`src/rtl/rb1_serial_tx.sv`:
```
// rb1_serial_tx: reads 18 bytes from RB1, transposes them into 8 words of
// 18 bits and streams each word over the sen/sd link as a 21-bit frame
// (3-bit address then 18 data bits, MSB first), then raises S1_done.
// Optional build macro S1_SD_IDLE_LOW_EN: forces sd low whenever sen is high.
module rb1_serial_tx #(
    parameter int NUM_ENTRY = 18,
    parameter int NUM_WORD  = 8,
    parameter int GAP       = 2
) (
    input  logic       clk,
    input  logic       rst,
    output logic       RB1_RW,
    output logic [4:0] RB1_A,
    output logic [7:0] RB1_D,
    input  logic [7:0] RB1_Q,
    output logic       sen,
    output logic       sd,
    output logic       S1_done
);

    localparam logic [4:0] ENTRY_LAST = 5'(NUM_ENTRY - 1);
    localparam logic [4:0] ENTRY_END  = 5'(NUM_ENTRY);
    localparam logic [4:0] BIT_LAST   = 5'(NUM_ENTRY + 2);
    localparam logic [2:0] WORD_LAST  = 3'(NUM_WORD - 1);
    localparam logic [3:0] GAP_LAST   = 4'(GAP - 1);

    typedef enum logic [2:0] {
        S_IDLE,
        S_LOAD,
        S_SEND,
        S_GAP,
        S_DONE
    } state_t;

    state_t     state_reg, state_next;
    logic [4:0] entry_cnt_reg, entry_cnt_next;
    logic [4:0] bit_cnt_reg, bit_cnt_next;
    logic [3:0] gap_cnt_reg, gap_cnt_next;
    logic [2:0] word_idx_reg, word_idx_next;
    logic [4:0] addr_reg, addr_next;
    logic       sen_reg, sen_next;
    logic       sd_reg, sd_next;
    logic       done_reg, done_next;

    // One row per RB1 entry; row i bit k is bit i of word k.
    logic [7:0] rows_reg [NUM_ENTRY];
    logic       capture_en;

    logic [4:0] bit_idx_next;
    logic [4:0] data_idx;
    logic [2:0] word_inc;
    logic       next_bit;

    assign RB1_RW  = 1'b1;
    assign RB1_D   = 8'h00;
    assign RB1_A   = addr_reg;
    assign sen     = sen_reg;
    assign sd      = sd_reg;
    assign S1_done = done_reg;

    // Select the frame bit to be presented on the cycle after this one.
    always_comb begin
        bit_idx_next = bit_cnt_reg + 5'd1;
        data_idx     = BIT_LAST - bit_idx_next;
        word_inc     = word_idx_reg + 3'd1;
        if (bit_idx_next < 5'd3)
            next_bit = word_idx_reg[2'd2 - bit_idx_next[1:0]];
        else if (data_idx <= ENTRY_LAST)
            next_bit = rows_reg[data_idx][word_idx_reg];
        else
            next_bit = 1'b0;
    end

    // State and registered outputs; reset drops sen high immediately.
    always_ff @(posedge clk or negedge rst) begin
        if (!rst) begin
            state_reg     <= S_IDLE;
            entry_cnt_reg <= '0;
            bit_cnt_reg   <= '0;
            gap_cnt_reg   <= '0;
            word_idx_reg  <= '0;
            addr_reg      <= '0;
            sen_reg       <= 1'b1;
            sd_reg        <= 1'b0;
            done_reg      <= 1'b0;
        end else begin
            state_reg     <= state_next;
            entry_cnt_reg <= entry_cnt_next;
            bit_cnt_reg   <= bit_cnt_next;
            gap_cnt_reg   <= gap_cnt_next;
            word_idx_reg  <= word_idx_next;
            addr_reg      <= addr_next;
            sen_reg       <= sen_next;
            sd_reg        <= sd_next;
            done_reg      <= done_next;
        end
    end

    // Capture RB1 read data; the byte on RB1_Q belongs to the previous address.
    always_ff @(posedge clk or negedge rst) begin
        if (!rst) begin
            for (int i = 0; i < NUM_ENTRY; i++)
                rows_reg[i] <= '0;
        end else if (capture_en) begin
            rows_reg[entry_cnt_reg - 5'd1] <= RB1_Q;
        end
    end

    // Next-state and next-output logic for the load/send/gap sequencer.
    always_comb begin
        state_next     = state_reg;
        entry_cnt_next = entry_cnt_reg;
        bit_cnt_next   = bit_cnt_reg;
        gap_cnt_next   = gap_cnt_reg;
        word_idx_next  = word_idx_reg;
        addr_next      = addr_reg;
        sen_next       = sen_reg;
        sd_next        = sd_reg;
        done_next      = done_reg;
        capture_en     = 1'b0;
        case (state_reg)
            S_IDLE: begin
                state_next     = S_LOAD;
                entry_cnt_next = '0;
                addr_next      = '0;
            end
            S_LOAD: begin
                capture_en = (entry_cnt_reg != 5'd0);
                if (entry_cnt_reg == ENTRY_END) begin
                    // Last entry captured this cycle; first frame starts next.
                    state_next    = S_SEND;
                    bit_cnt_next  = '0;
                    word_idx_next = '0;
                    sen_next      = 1'b0;
                    sd_next       = 1'b0;
                end else begin
                    entry_cnt_next = entry_cnt_reg + 5'd1;
                    addr_next      = (entry_cnt_reg < ENTRY_LAST) ?
                                     (entry_cnt_reg + 5'd1) : ENTRY_LAST;
                end
            end
            S_SEND: begin
                if (bit_cnt_reg == BIT_LAST) begin
                    state_next   = S_GAP;
                    gap_cnt_next = '0;
                    sen_next     = 1'b1;
`ifdef S1_SD_IDLE_LOW_EN
                    sd_next      = 1'b0;
`endif
                end else begin
                    bit_cnt_next = bit_cnt_reg + 5'd1;
                    sd_next      = next_bit;
                end
            end
            S_GAP: begin
                if (gap_cnt_reg == GAP_LAST) begin
                    if (word_idx_reg == WORD_LAST) begin
                        state_next = S_DONE;
                        done_next  = 1'b1;
                    end else begin
                        state_next    = S_SEND;
                        word_idx_next = word_inc;
                        bit_cnt_next  = '0;
                        sen_next      = 1'b0;
                        sd_next       = word_inc[2];
                    end
                end else begin
                    gap_cnt_next = gap_cnt_reg + 4'd1;
                end
            end
            S_DONE: begin
                done_next = 1'b1;
            end
            default: begin
                state_next = S_IDLE;
            end
        endcase
    end

endmodule

```
`config.mk`:
```
export PLATFORM = sky130hd
export DESIGN_NAME = rb1_serial_tx
export DESIGN_NICKNAME = d
export VERILOG_FILES = /design/src/rtl/rb1_serial_tx.sv
export SDC_FILE = /design/constraint.sdc
export NUM_CORES = 1
export LEC_CHECK = 0
export ABC_AREA = 1
export ABC_CLOCK_PERIOD_IN_PS = 3280
export CAP_MARGIN = 20
export CORE_MARGIN = 2
export CORE_UTILIZATION = 62
export DETAILED_ROUTE_END_ITERATION = 10
export GPL_ROUTABILITY_DRIVEN = 0
export GPL_TIMING_DRIVEN = 0
export PLACE_DENSITY_LB_ADDON = 0.1
export RECOVER_POWER = 25
export SETUP_SLACK_MARGIN = 0.05
export SLEW_MARGIN = 25
export SYNTH_ARGS = -nofsm -noshare
export SYNTH_HDL_FRONTEND = slang
export SYNTH_SLANG_ARGS = --single-unit
```
`constraint.sdc`:
```
create_clock -name clk -period 3.28 [get_ports clk]
set_input_delay 0.656 -clock clk [delete_from_list [all_inputs] [get_ports clk]]
set_output_delay 0.656 -clock clk [all_outputs]
set_load 0.01 [all_outputs]
```
* Word level (Yosys, flattened, before mapping) *
Index checks and enable logic that the tools add are counted.

cells by class
  reduce and logical (&&, ||, !) cells = 15
  mux-type cells = 47
  bitwise logic cells = 3
  $add $sub $neg = 7
  $lt $le $gt $ge = 8
  equal/unequal tests = 16

operators by type and width
  cell                                                      count
  bitwise mux 144 bit                                       1
  binary-select mux 8 bit (select 5 bit)                    1
  demux 8 bit (select 5 bit)                                1
  2-to-1 mux 5 bit                                          7
  2-to-1 mux 8 bit                                          3
  2-to-1 mux 3 bit                                          7
  case mux 5 bit (2 select lines)                           2
  != test 2 bit, second input constant                      8
  case mux 3 bit (5 select lines)                           1
  case mux 5 bit (3 select lines)                           1
  2-to-1 mux 1 bit                                          14
  greater-or-equal comparator 6 bit, second input constant  2
  NOT 5 -> 6 bit                                            2
  adder 5 x 1 -> 5 bit, second input constant               2
  equality test 5 bit, second input constant                2
  AND reduction 5 bit                                       2
  2-to-1 mux 4 bit                                          2
  case mux 4 bit (2 select lines)                           1
  AND reduction 4 bit                                       2
  nonzero test 2 bit                                        4
  equality test 3 x 2 -> 1 bit, second input constant       2
  equality test 3 bit, second input constant                2
  < comparator 6 x 1 -> 1 bit, second input constant        1
  case mux 1 bit (3 select lines)                           2
  other kinds (23)                                          24

word-level totals
  input port bits = 10
  output and inout bits = 17
  logic and storage cells = 123
  bits in registers = 172

* Longest topological paths before layout *
Gate-level depths: netlist of the first run.

  word-level depth = 12
  gate-level depth with buffers = 23
  gate-level depth less buffers = 18

* Least setup slack after synthesis of the first run *
Ideal clock, no wire load.

  path kind = reg-to-reg
  start = register bit_cnt_reg[0]
  end = register sd_reg (netlist: sd)
  cell stages (with the launch flop) = 23
  period minus slack after synthesis = 2.620 ns
  buffers on the path = 5
  slack = 0.660 ns
  setup time = 0.077 ns
  data required time = 3.203 ns
  arrival time = 2.543 ns
  path through = dfrtp_1 -> buf_2 -> inv_2 -> buf_4 -> buf_4 -> ha_1 -> inv_2 -> nand2_2 -> buf_6 -> nand3_1 -> nand2_1 -> nand2_2 -> buf_6 -> nand2_1 -> a21oi_1 -> nand2_1 -> nand2_1 -> nand2_1 -> nand3_1 -> nand3_1 -> nand2_1 -> nand2_1 -> a21oi_1

on the way
  word-level cells in the longest chain between the ends = 12
  elaborated cells on any way between the ends = 20
  classes of those cells = 3 x add/sub; 2 x order compare; 2 x eq/ne; 11 x mux; 1 x bitwise; 1 x reduce/logical

ends and longest elaborated chain
  item                                                 RTL line  text
  start: declaration                                   37        logic [4:0] bit_cnt_reg, bit_cnt_next;
  start signal: assignment                             89        bit_cnt_reg <= bit_cnt_next;
  adder 5 x 1 -> 5 bit                                 63        bit_idx_next = bit_cnt_reg + 5'd1;
  subtractor 5 bit                                     64        data_idx = BIT_LAST - bit_idx_next;
  NOT 5 -> 6 bit (not written as such)                 69        next_bit = rows_reg[data_idx][word_idx_reg];
  binary-select mux 8 bit (select 5 bit)               69
  2-to-1 mux 8 bit (not written as such) (2 in a row)  69
  binary-select mux 1 bit (select 3 bit)               69
  2-to-1 mux 1 bit (not written as such)               69
  2-to-1 mux 1 bit                                     68        else if (data_idx <= ENTRY_LAST)
  2-to-1 mux 1 bit                                     66        if (bit_idx_next < 5'd3)
  2-to-1 mux 1 bit                                     143       if (bit_cnt_reg == BIT_LAST) begin
  case mux 1 bit (3 select lines)                      121       case (state_reg)
  end signal: assignment                               94        sd_reg <= sd_next;
  end: declaration                                     42        logic sd_reg, sd_next;

Parallel ways exist; a longest one is shown, timed or not. The select of a mux whose other input is x is not followed.
A chain may end at the register's enable or synchronous reset.

* Worst setup path in the final report of the first run *
Ends and elaborated chain as after synthesis.

==> results.ini, run 1 <==
[run]
drv_cap=1

[layout]
n_antenna_cell=0
nets=1215
drive_gt1_frac=0.0623
largest_register_ffs=144
areaGrowthSynthToFinish_pct=13.0
design_area_um2=9720
fillers=1146

[timing]
fmax_ghz=0.328
setup_violations=0
rsz0062_at_grt=no
finalSetupTns_ns=0
finalCriticalPeriod_ns=3.05
maxSlewHeadroom=-0.392
tightest_slew_ns=2.09
finalHoldViolCount=0
drv_slew=37
fin_ws_ns=0.230
fin_skew_ns=0.00877
min_period_over_period=0.930

[yosys]
syn_inst=1146
synth_seq_area_share=0.501
synth-edff-count=0
syn_area_um2=8600
yosys.cell_types.count=32
yosys_warnings=0
synthArstFlopShare=1.00
ys_ff_latch=172
avgSynthCellArea_um2=7.50
synth_ff_type=dfrtp_1

[drt]
firstDrtPassIters=7
detail_route.wl_per_cell_um=16.7
drtIter0Drc=886
post-route-drc-count=0
drt_wl_total_mm=23.2
antenna_left=0
routed_via_density=5.60
vias=7743

[floorplanning]
io_pins=27
coreArea_um2=13700
die_h_um=122
rows=43
start_util=0.627
die_area_um2=14800
die_x_um=122

[cts]
numCtsBuffers=17
htreeDepth=4
clock_path_buffers=2
cts_tree=built
clk_latency_ns=0.43
postCtsHoldBufs=0
cts.clk_slew.worst_paths_ns=0.07
root_buffer=clkbuf_16
clock_sinks=172

[global_route]
grt_start_max_net_pins=81
grt_use_met1=0.497
grt_pass1_wl_mm=37.2
busiest_layer=met1
overflow=0
antenna_found_initial=0
grt_pass1_vias=7170
grtUsageTotal=0.333
use_met3=0.0651
use_met2=0.488

[worst_setup_path]
arrival_ns=3.37
crit_type=reg -> reg
worst_setup_path_end_kind=register
startpoint_type=register
cp.required_ns=3.60
crit_fanout=11
ff2ff_path_depth=21

[placement]
io_buffers=17
pre_cts_ws_ns=-0.0944
dpl_cell_area_um2=9080
dpl.hpwl_mm=15.8

[min_path]
min_path_type=reg -> reg
whs_path_depth=2

[power]
ir_worst_vdd_v=0.000347
leakagePower_nw=5.09
power_density_nw_per_um2=471

[outcome]
violations=max-capacitance violations, max-slew violations
outcome=complete, but fails checks

==> what timing repair did <==
item	in CTS	in global routing
endpoints found under the setup margin	1	1
endpoints found under the hold margin	0	0
setup buffers	0	0
gates resized for setup	3	13
==> cells in the final DEF, fill, tap and decap left out, drive strengths merged <==
cell type	n
xor2	3
conb	9
bufinv	3
clkbuf	53
o211ai	3
clkdlybuf4s50	16
buf	26
dfrtp	171
a31oi	1
ha	14
o22ai	11
nand2	399
o31ai	1
xnor2	1
nor2	126
a22oi	1
clkinvlp	3
clkinv	3
dfstp	1
or2	2
o221ai	1
inv	109
a21oi	20
nand3	49
o21ai	160
nand4	9
nor3	8
==> Yosys cell counts (5+ instances only) <==
cell type / instances / area, um^2
nor3_1: 5 / 25.0
clkbuf_1: 30 / 113
dfrtp_1: 171 / 4280
o22ai_1: 11 / 68.8
inv_2: 6 / 22.5
ha_1: 14 / 175
buf_2: 5 / 25.0
nor2_1: 124 / 465
a21oi_1: 20 / 100
nand2_1: 394 / 1480
o21ai_0: 159 / 796
nand3_1: 49 / 245
nand4_1: 9 / 56.3
nand2_2: 5 / 31.3
buf_4: 15 / 113
inv_1: 102 / 383
==> worst max-delay path, cell delays in order, from the launching register on <==
cell and delay, ns:
dfrtp_1 0.38, clkbuf_4 0.19, inv_2 0.09, buf_6 0.15, buf_8 0.17, ha_4 0.25
inv_2 0.13, nand2_1 0.14, nand2_1 0.37, nand2_1 0.16, nand2_1 0.09, nand2_1 0.05
nand3_1 0.13, nand3_1 0.12, nand2_1 0.07, nand3_1 0.06, nand2_1 0.07, nand2_1 0.04
nand3_1 0.07, nand2_1 0.06, nand2_1 0.06, a21oi_1 0.06
==> metal layers <==
layer	routed length [um]	vias to the layer above
met4	600	0
met5	0	-
met1	10300	3661
met2	10300	346
met3	2030	50
li1	-	3686
==> path summary, 6_finish.rpt <==
path,start,endpoint,slack [ns]
worst max-delay path,bit_cnt_reg[0],sd,0.23
worst min-delay path,sen,sen,0.47
worst max register to register,bit_cnt_reg[0],sd,0.23
worst min register to register,sen,sen,0.47
max in group asynchronous,rst,rows_reg[58],0.95
min in group asynchronous,rst,rows_reg[107],0.82
==> logic make-up after synthesis <==
logic type	count (synthesis)	synth area share
AOI/OAI and AO/OA	198	0.119
xor gates and xnor gates	4	0.00407
adders and majority gates	14	0.0204
buffers and inverters	163	0.0810
DFF	172	0.501
other	2	0.000873
and+or+nand+nor	593	0.274
==> stage by stage <==
stage | hold WS [ns] | instances | util | total power, mW
2_1_floorplan | 0.360 | 1153 | - | 2.43
3_3_place_gp | 0.448 | 1350 | 0.658 | 2.54
5_1_grt | 0.494 | 1383 | 0.708 | 4.72
4_1_cts | 0.0889 | 1383 | 0.705 | 4.58
6_report | 0.468 | 1383 | 0.708 | 4.58
3_5_place_dp | 0.459 | 1352 | 0.662 | 2.56
==> power by group <==
group	internal (mW)	switching [mW]	total, mW
combinational	0.0900	0.168	0.258
sequential	2.21	0.0504	2.26
clock	1.21	0.844	2.06
==> area by class of cell <==
| cell class | instances | area, um^2 | area share |
|---|---|---|---|
| Buffer | 55 | 325 | 0.0335 |
| Multi-Input combinational cell | 818 | 3650 | 0.375 |
| Clock inverter | 10 | 140 | 0.0144 |
| Tap cell | 180 | 225 | 0.0232 |
| Clock buffer | 21 | 450 | 0.0463 |
| Timing Repair Buffer | 19 | 219 | 0.0225 |
| Inverter | 108 | 405 | 0.0417 |
| Sequential cell | 172 | 4310 | 0.443 |
No activity file was read; power rests on OpenSTA's default activity.
==> run 2, diff against run 1 <==
--- a/config.mk
+++ b/config.mk
@@ -16,7 +16,6 @@
 export PLACE_DENSITY_LB_ADDON = 0.1
 export RECOVER_POWER = 25
 export SETUP_SLACK_MARGIN = 0.05
-export SLEW_MARGIN = 25
 export SYNTH_ARGS = -nofsm -noshare
 export SYNTH_HDL_FRONTEND = slang
 export SYNTH_SLANG_ARGS = --single-unit
==> run 2 against run 1 <==
Against the previous run:
- the run still ends with max-capacitance violations, max-slew violations left
- power fell by 1.7%
- non-clock buffer count fell by 1
- worst setup slack improved by 0.025 ns
- die area did not move
- clock skew barely moved
- critical path depth fell by 13
==> results.ini, run 2 (synthesized netlist as in run 1, its figures left out) <==
[worst_setup_path]
arrival_ns=3.37  ; about the same
r2r_start=entry_cnt_reg[0]  ; was bit_cnt_reg[0]
crit_type=reg -> reg  ; unchanged
path_cells=inv_1 > ha_1 > xnor2_1 > inv_1 > nor3_1 > nand2_1 > clkbuf_1 > o21ai_0  ; was clkbuf_4 > inv_2 > buf_6 > buf_8 > ha_4 > inv_2 > nand2_1 > nand2_1 > nand2_1 > nand2_1 > nand2_1 > nand3_1 > nand3_1 > nand2_1 > nand3_1 > nand2_1 > nand2_1 > nand3_1 > nand2_1 > nand2_1 > a21oi_1
ff2ff_path_depth=8  ; was 21
startpoint_type=register  ; unchanged
r2r_slack_ns=0.25  ; was 0.23 ns
slowest_stage=nor3_1  ; was dfrtp_1
worst_setup_path_end_kind=register  ; unchanged
regToRegEndpoint=rows_reg[76]  ; was sd
crit_top_cell=inv_1  ; was nand2_1
cp.required_ns=3.62  ; was 3.60 ns
max_stage_delay_ns=0.68  ; was 0.38 ns
crit_fanout=10  ; was 11

[cts]
clock_path_buffers=2  ; unchanged
clk_latency_ns=0.44  ; was 0.43 ns
root_buffer=clkbuf_16  ; unchanged
numCtsBuffers=17  ; unchanged
ctsResizeCount=5  ; was 3
cts.clk_slew.worst_paths_ns=0.07  ; about the same
htreeDepth=4  ; unchanged
postCtsHoldBufs=0  ; unchanged
clock_sinks=172  ; unchanged
cts_tree=built  ; unchanged
cts_setup_buffers=0  ; unchanged

[timing]
fmax_ghz=0.331  ; was 0.328 GHz
setup_violations=0  ; unchanged
finalCriticalPeriod_ns=3.03  ; was 3.05 ns
min_period_over_period=0.922  ; was 0.930
rsz0062_at_grt=no  ; unchanged
tightest_slew_ns=2.41  ; was 2.09 ns
drv_slew=93  ; was 37
finalHoldViolCount=0  ; unchanged
fin_hold_ws_ns=0.482  ; was 0.468 ns
fin_skew_ns=0.00898  ; was 0.00877 ns
maxSlewHeadroom=-0.609  ; was -0.392

[floorplanning]
rows=43  ; unchanged
io_pins=27  ; unchanged
coreArea_um2=13700  ; unchanged
die_area_um2=14800  ; unchanged
start_util=0.627  ; unchanged
die_h_um=122  ; unchanged
die_x_um=122  ; unchanged

[drt]
detail_route.wl_per_cell_um=17.3  ; was 16.7 um
firstDrtPassIters=6  ; was 7
vias=7870  ; was 7743
routed_via_density=5.69  ; was 5.60
antenna_left=0  ; unchanged
drtIter0Drc=994  ; was 886
drt_wl_total_mm=23.9  ; was 23.2 mm
post-route-drc-count=0  ; unchanged

[outcome]
violations=max-capacitance violations, max-slew violations  ; unchanged
outcome=complete, but fails checks  ; unchanged

[power]
leakagePower_nw=5.07  ; was 5.09 nW
power_density_nw_per_um2=465  ; was 471 nW/um^2
ir_worst_vdd_v=0.000414  ; was 0.000347 V

[placement]
dp.cells=1351  ; was 1352
dpl.hpwl_mm=15.6  ; was 15.8 mm
io_buffers=17  ; unchanged

[global_route]
grtUsageTotal=0.341  ; was 0.333
overflow=0  ; unchanged
grt_pass1_wl_mm=38.0  ; was 37.2 mm
grt_start_max_net_pins=94  ; was 81
grt_pass1_vias=7428  ; was 7170
antenna_found_initial=0  ; unchanged

[layout]
multiInputGateArea_um2=3650  ; about the same
largest_register_ffs=144  ; unchanged
final_cells=1383  ; unchanged
n_antenna_cell=0  ; unchanged
fillers=1135  ; was 1146
final-seq-area_um2=4310  ; unchanged
drive_gt1_frac=0.0657  ; was 0.0623
final_common_cell=nand2_1  ; unchanged
areaGrowthSynthToFinish_pct=12.6  ; was 13.0%
final_cell_mix=393 x nand2_1, 171 x dfrtp_1, 159 x o21ai_0  ; unchanged
nets=1214  ; was 1215

[min_path]
whs_path_depth=2  ; unchanged
worstHoldEndpoint=sen  ; unchanged
min_path_type=reg -> reg  ; unchanged
hold_start=sen  ; unchanged

[run]
drv_cap=1  ; unchanged

==> run 2: cell types whose count changed in the layout (fill, tap and decap cells not counted), moves of 2 or more <==
cell       delta
inv_6         +3
buf_12        +2
buf_8         -2
bufinv_16     -2
clkbuf_1      -2
inv_8         +2
nand3_1       -2
nand3_2       +2
==> run 2: per-stage QoR <==
step / utilization / setup TNS [ns] / worst slack, ns / instance area (um^2) / power (mW)
final: 0.706 / 0 / 0.255 / 9690 / 4.50
after floorplan: - / 0 / 0.660 / 8630 / 2.43
after detailed placement: 0.660 / -0.0837 / -0.0837 / 9050 / 2.55
after global routing: 0.706 / 0 / 0.0460 / 9690 / 4.63
after global placement: 0.658 / -930.21 / -5.43 / 9020 / 2.54
after CTS: 0.702 / 0 / 0.0932 / 9630 / 4.49
==> run 2: cell type report <==
class,count,area share
timing repair buffer,18,0.0199
tap,180,0.0233
clock buffer,19,0.0447
inverter,108,0.0419
buffer,55,0.0350
clock inverter,13,0.0136
sequential,172,0.445
multi-input combinational,818,0.377
==> run 2: report_power, final <==
| group | switching (mW) | total [mW] | internal [mW] |
|---|---|---|---|
| Combinational | 0.172 | 0.259 | 0.0870 |
| Sequential | 0.0510 | 2.26 | 2.21 |
| Clock | 0.917 | 1.98 | 1.06 |
==> run 2: critical path: cells and delay by family (launching register included) <==
kind	cells	cell delay, ns
AND/OR/NAND/NOR	2	1.06
buffers and inverters	3	0.62
flip-flops	1	0.43
XOR/XNOR	1	0.30
adder cells (fa/ha/maj)	1	0.26
AO/OA/AOI/OAI	1	0.26
==> run 2: worst max path at each step <==
stage                      from            to  slack, ns
6_report       entry_cnt_reg[0]  rows_reg[76]       0.25
5_1_grt          bit_cnt_reg[0]            sd       0.05
4_1_cts          bit_cnt_reg[0]            sd       0.09
3_5_place_dp     bit_cnt_reg[0]            sd      -0.08
3_3_place_gp                rst  rows_reg[31]      -5.43
2_1_floorplan    bit_cnt_reg[0]            sd       0.66
==> run 2: layer usage <==
layer | GRT usage | wire (um)
met3 | 0.0758 | 2140
met5 | 0 | 0
met2 | 0.514 | 10600
met1 | 0.483 | 10100
met4 | 0.139 | 959
==> patch, RTL diff (config.mk and constraints of run 1) <==
The parameter `NUM_ENTRY` goes from 18 to 9.
--- a/src/rtl/rb1_serial_tx.sv
+++ b/src/rtl/rb1_serial_tx.sv
@@ -4,5 +4,5 @@
 // Optional build macro S1_SD_IDLE_LOW_EN: forces sd low whenever sen is high.
 module rb1_serial_tx #(
-    parameter int NUM_ENTRY = 18,
+    parameter int NUM_ENTRY = 9,
     parameter int NUM_WORD  = 8,
     parameter int GAP       = 2
Function: same outputs for any inputs over 10 cycles, from zero or initial values and one cycle with rst low; that may be too few to reach the edited logic, so the function may still have changed.
==> patch against run 1 <==
The run still ends with max-capacitance violations, max-slew violations left; fmax increased by 25%; clock skew increased by 0.0054 ns; synthesized area decreased by 41%; synthesized cell count decreased by 42%; total power decreased by 50%; largest cell class unchanged; wire length decreased by 48%; sequential cell count decreased by 72; critical endpoint unchanged; critical path depth decreased by 5; final area decreased by 42%; sequential power decreased by 42%; non-clock buffer count decreased by 23; worst setup slack improved by 0.61 ns.
==> patch: results (changes against run 1) <==
| Metric | Value |
|---|---|
| Run status | complete, but fails checks |
| Failing checks | max-capacitance violations, max-slew violations |
| Synthesis Warnings | 0 (unchanged) |
| Yosys cell types | 30 (-6.3%) |
| Cells on worst reg2reg path | 16 (-24%) |
| H-tree depth | 3 (-1) |
| Seq/Total Area, Yosys | 0.490 (-0.0107) |
| First-pass GRT wire length | 20300 µm (-45%) |
| Worst EP arrival | 2.70 ns (-0.67 ns) |
| Final Routed Wirelength | 12000 µm (-48%) |
| Clock skew | 0.0142 ns (+0.00543 ns) |
| Max incr delay on CP | 0.50 ns (+0.12 ns) |
| Fmax | 0.409 GHz (+25%) |
| Cell area after placement | 5470 µm² (-40%) |
| Synth cell count leaders | 227 x nand2_1, 99 x dfrtp_1, 57 x nand3_1, 51 x inv_1, 48 x o21ai_0 |
| Fillers | 701 (-39%) |
| Worst VDD drop | 258 µV (-26%) |
| Share of layout cells above drive strength 1 | 0.100 (+0.0377) |
| Length of routed met3 wiring | 840 µm (-59%) |
| CP max-delay cell | clkbuf_1 |
| Critical path peak fanout | 10 (-1) |
| Met2 WL | 5700 µm (-45%) |
| DR iter-0 viols | 417 (-53%) |
| CTS root buf | clkbuf_8 |
| Max reg flops | 72 (-50%) |
| Final net count | 715 (-41%) |
| P_leak | 2.93 nW (-42%) |
| Drt pass-1 iters | 6 (-1) |
| Max-capacitance violation count | 1 (unchanged) |
| Cell count after synthesis | 659 (-42%) |
| Measured slew at the worst slew-check pin | 1.98 ns (-0.106 ns) |
| Slew Viols, Final | 35 (-5.4%) |
| Detail Placement HPWL | 8420 µm (-47%) |
| Post-cts gate resize count | 0 (-3) |
| Via Count | 4424 (-43%) |
| R2r setup slk | 0.84 ns (+0.61 ns) |
| Clock slew at reported path FFs | 0.10 ns (+0.03 ns) |
| Area Overhead vs Synth | 10.9% |
| Place WS | 0.873 ns (+0.967 ns) |
| All-layer global routing usage | 0.296 (-0.0366) |
| Worst-skew pair later-pin latency | 0.38 ns (-0.05 ns) |
| Metal-1 WL | 5180 µm (-49%) |
| Vias in the first global route | 4149 (-42%) |
| Top post-synthesis cells by area | dfrtp_1 48%, nand2_1 17%, nand3_1 5.6% |
| Worst r2r src | bit_cnt_reg[1]$_DFFE_PN0P_ |
[patch: logic make-up (layout without fill, tap and decap cells)]
family | after synthesis | count (layout) | synth area share
AND/OR/NAND/NOR | 344 | 344 | 0.280
AO/OA/AOI/OAI | 105 | 105 | 0.106
flip-flops | 100 | 100 | 0.490
buffers and inverters | 91 | 125 | 0.0830
adder cells (fa/ha/maj) | 10 | 10 | 0.0245
XOR/XNOR | 7 | 7 | 0.0149
other | 2 | 9 | 0.00147
[patch: metrics by stage]
stage	hold WS, ns	total power [mW]	TNS, ns
after floorplan	0.360	1.40	0
after global placement	0.451	1.46	-204.29
after detailed placement	0.458	1.47	0
after CTS	0.172	2.29	0
after global routing	0.496	2.37	0
final	0.472	2.29	0
[patch: power by group]
part / total [mW] / internal [mW] / leakage (nW) / switching [mW]
clock: 0.844 / 0.401 / 0.104 / 0.443
combinational: 0.139 / 0.0543 / 1.65 / 0.0843
sequential: 1.30 / 1.28 / 1.18 / 0.0247
total: 2.29 / 1.73 / 2.93 / 0.552
[patch: final cells by class]
| type | count | share of cell area |
|---|---|---|
| Clock inverter | 4 | 0.00971 |
| Sequential cell | 100 | 0.442 |
| Tap cell | 105 | 0.0232 |
| Multi-Input combinational cell | 475 | 0.390 |
| Inverter | 58 | 0.0384 |
| Clock buffer | 12 | 0.0274 |
| Timing Repair Buffer | 18 | 0.0338 |
| Buffer | 33 | 0.0364 |
[patch: worst reg2reg max path, stage by stage (launching register included)]
cell	delay [ns]
dfrtp_1	0.43
ha_1	0.30
buf_4	0.17
clkbuf_1	0.50
nand3_1	0.16
nand2_1	0.09
nand2_1	0.05
nand2_1	0.10
nand2_1	0.06
nand3_1	0.07
nand2_1	0.07
nand2_1	0.06
nand3_1	0.06
nand3_1	0.07
nand2_1	0.05
nand2_1	0.05
a21oi_1	0.05
[patch: how the worst min path moves through the flow]
stage                     slack [ns]                 from                   end  depth (start not counted)
after global placement          0.45      sen$_DFFE_PN1P_       sen$_DFFE_PN1P_                          2
final                           0.47      sen$_DFFE_PN1P_       sen$_DFFE_PN1P_                          2
after detailed placement        0.46      sen$_DFFE_PN1P_       sen$_DFFE_PN1P_                          2
after CTS                       0.17                  rst  RB1_A[2]$_DFFE_PN0P_                          1
after global routing            0.50  S1_done$_DFFE_PN0P_   S1_done$_DFFE_PN0P_                          1
after floorplan                 0.36                  rst  RB1_A[0]$_DFFE_PN0P_                          0
[patch: routing by layer]
layer / GRT usage / up-vias
li1: - / 2161
met1: 0.407 / 2055
met2: 0.467 / 183
met3: 0.0551 / 25
met4: 0.114 / 0
met5: 0 / -
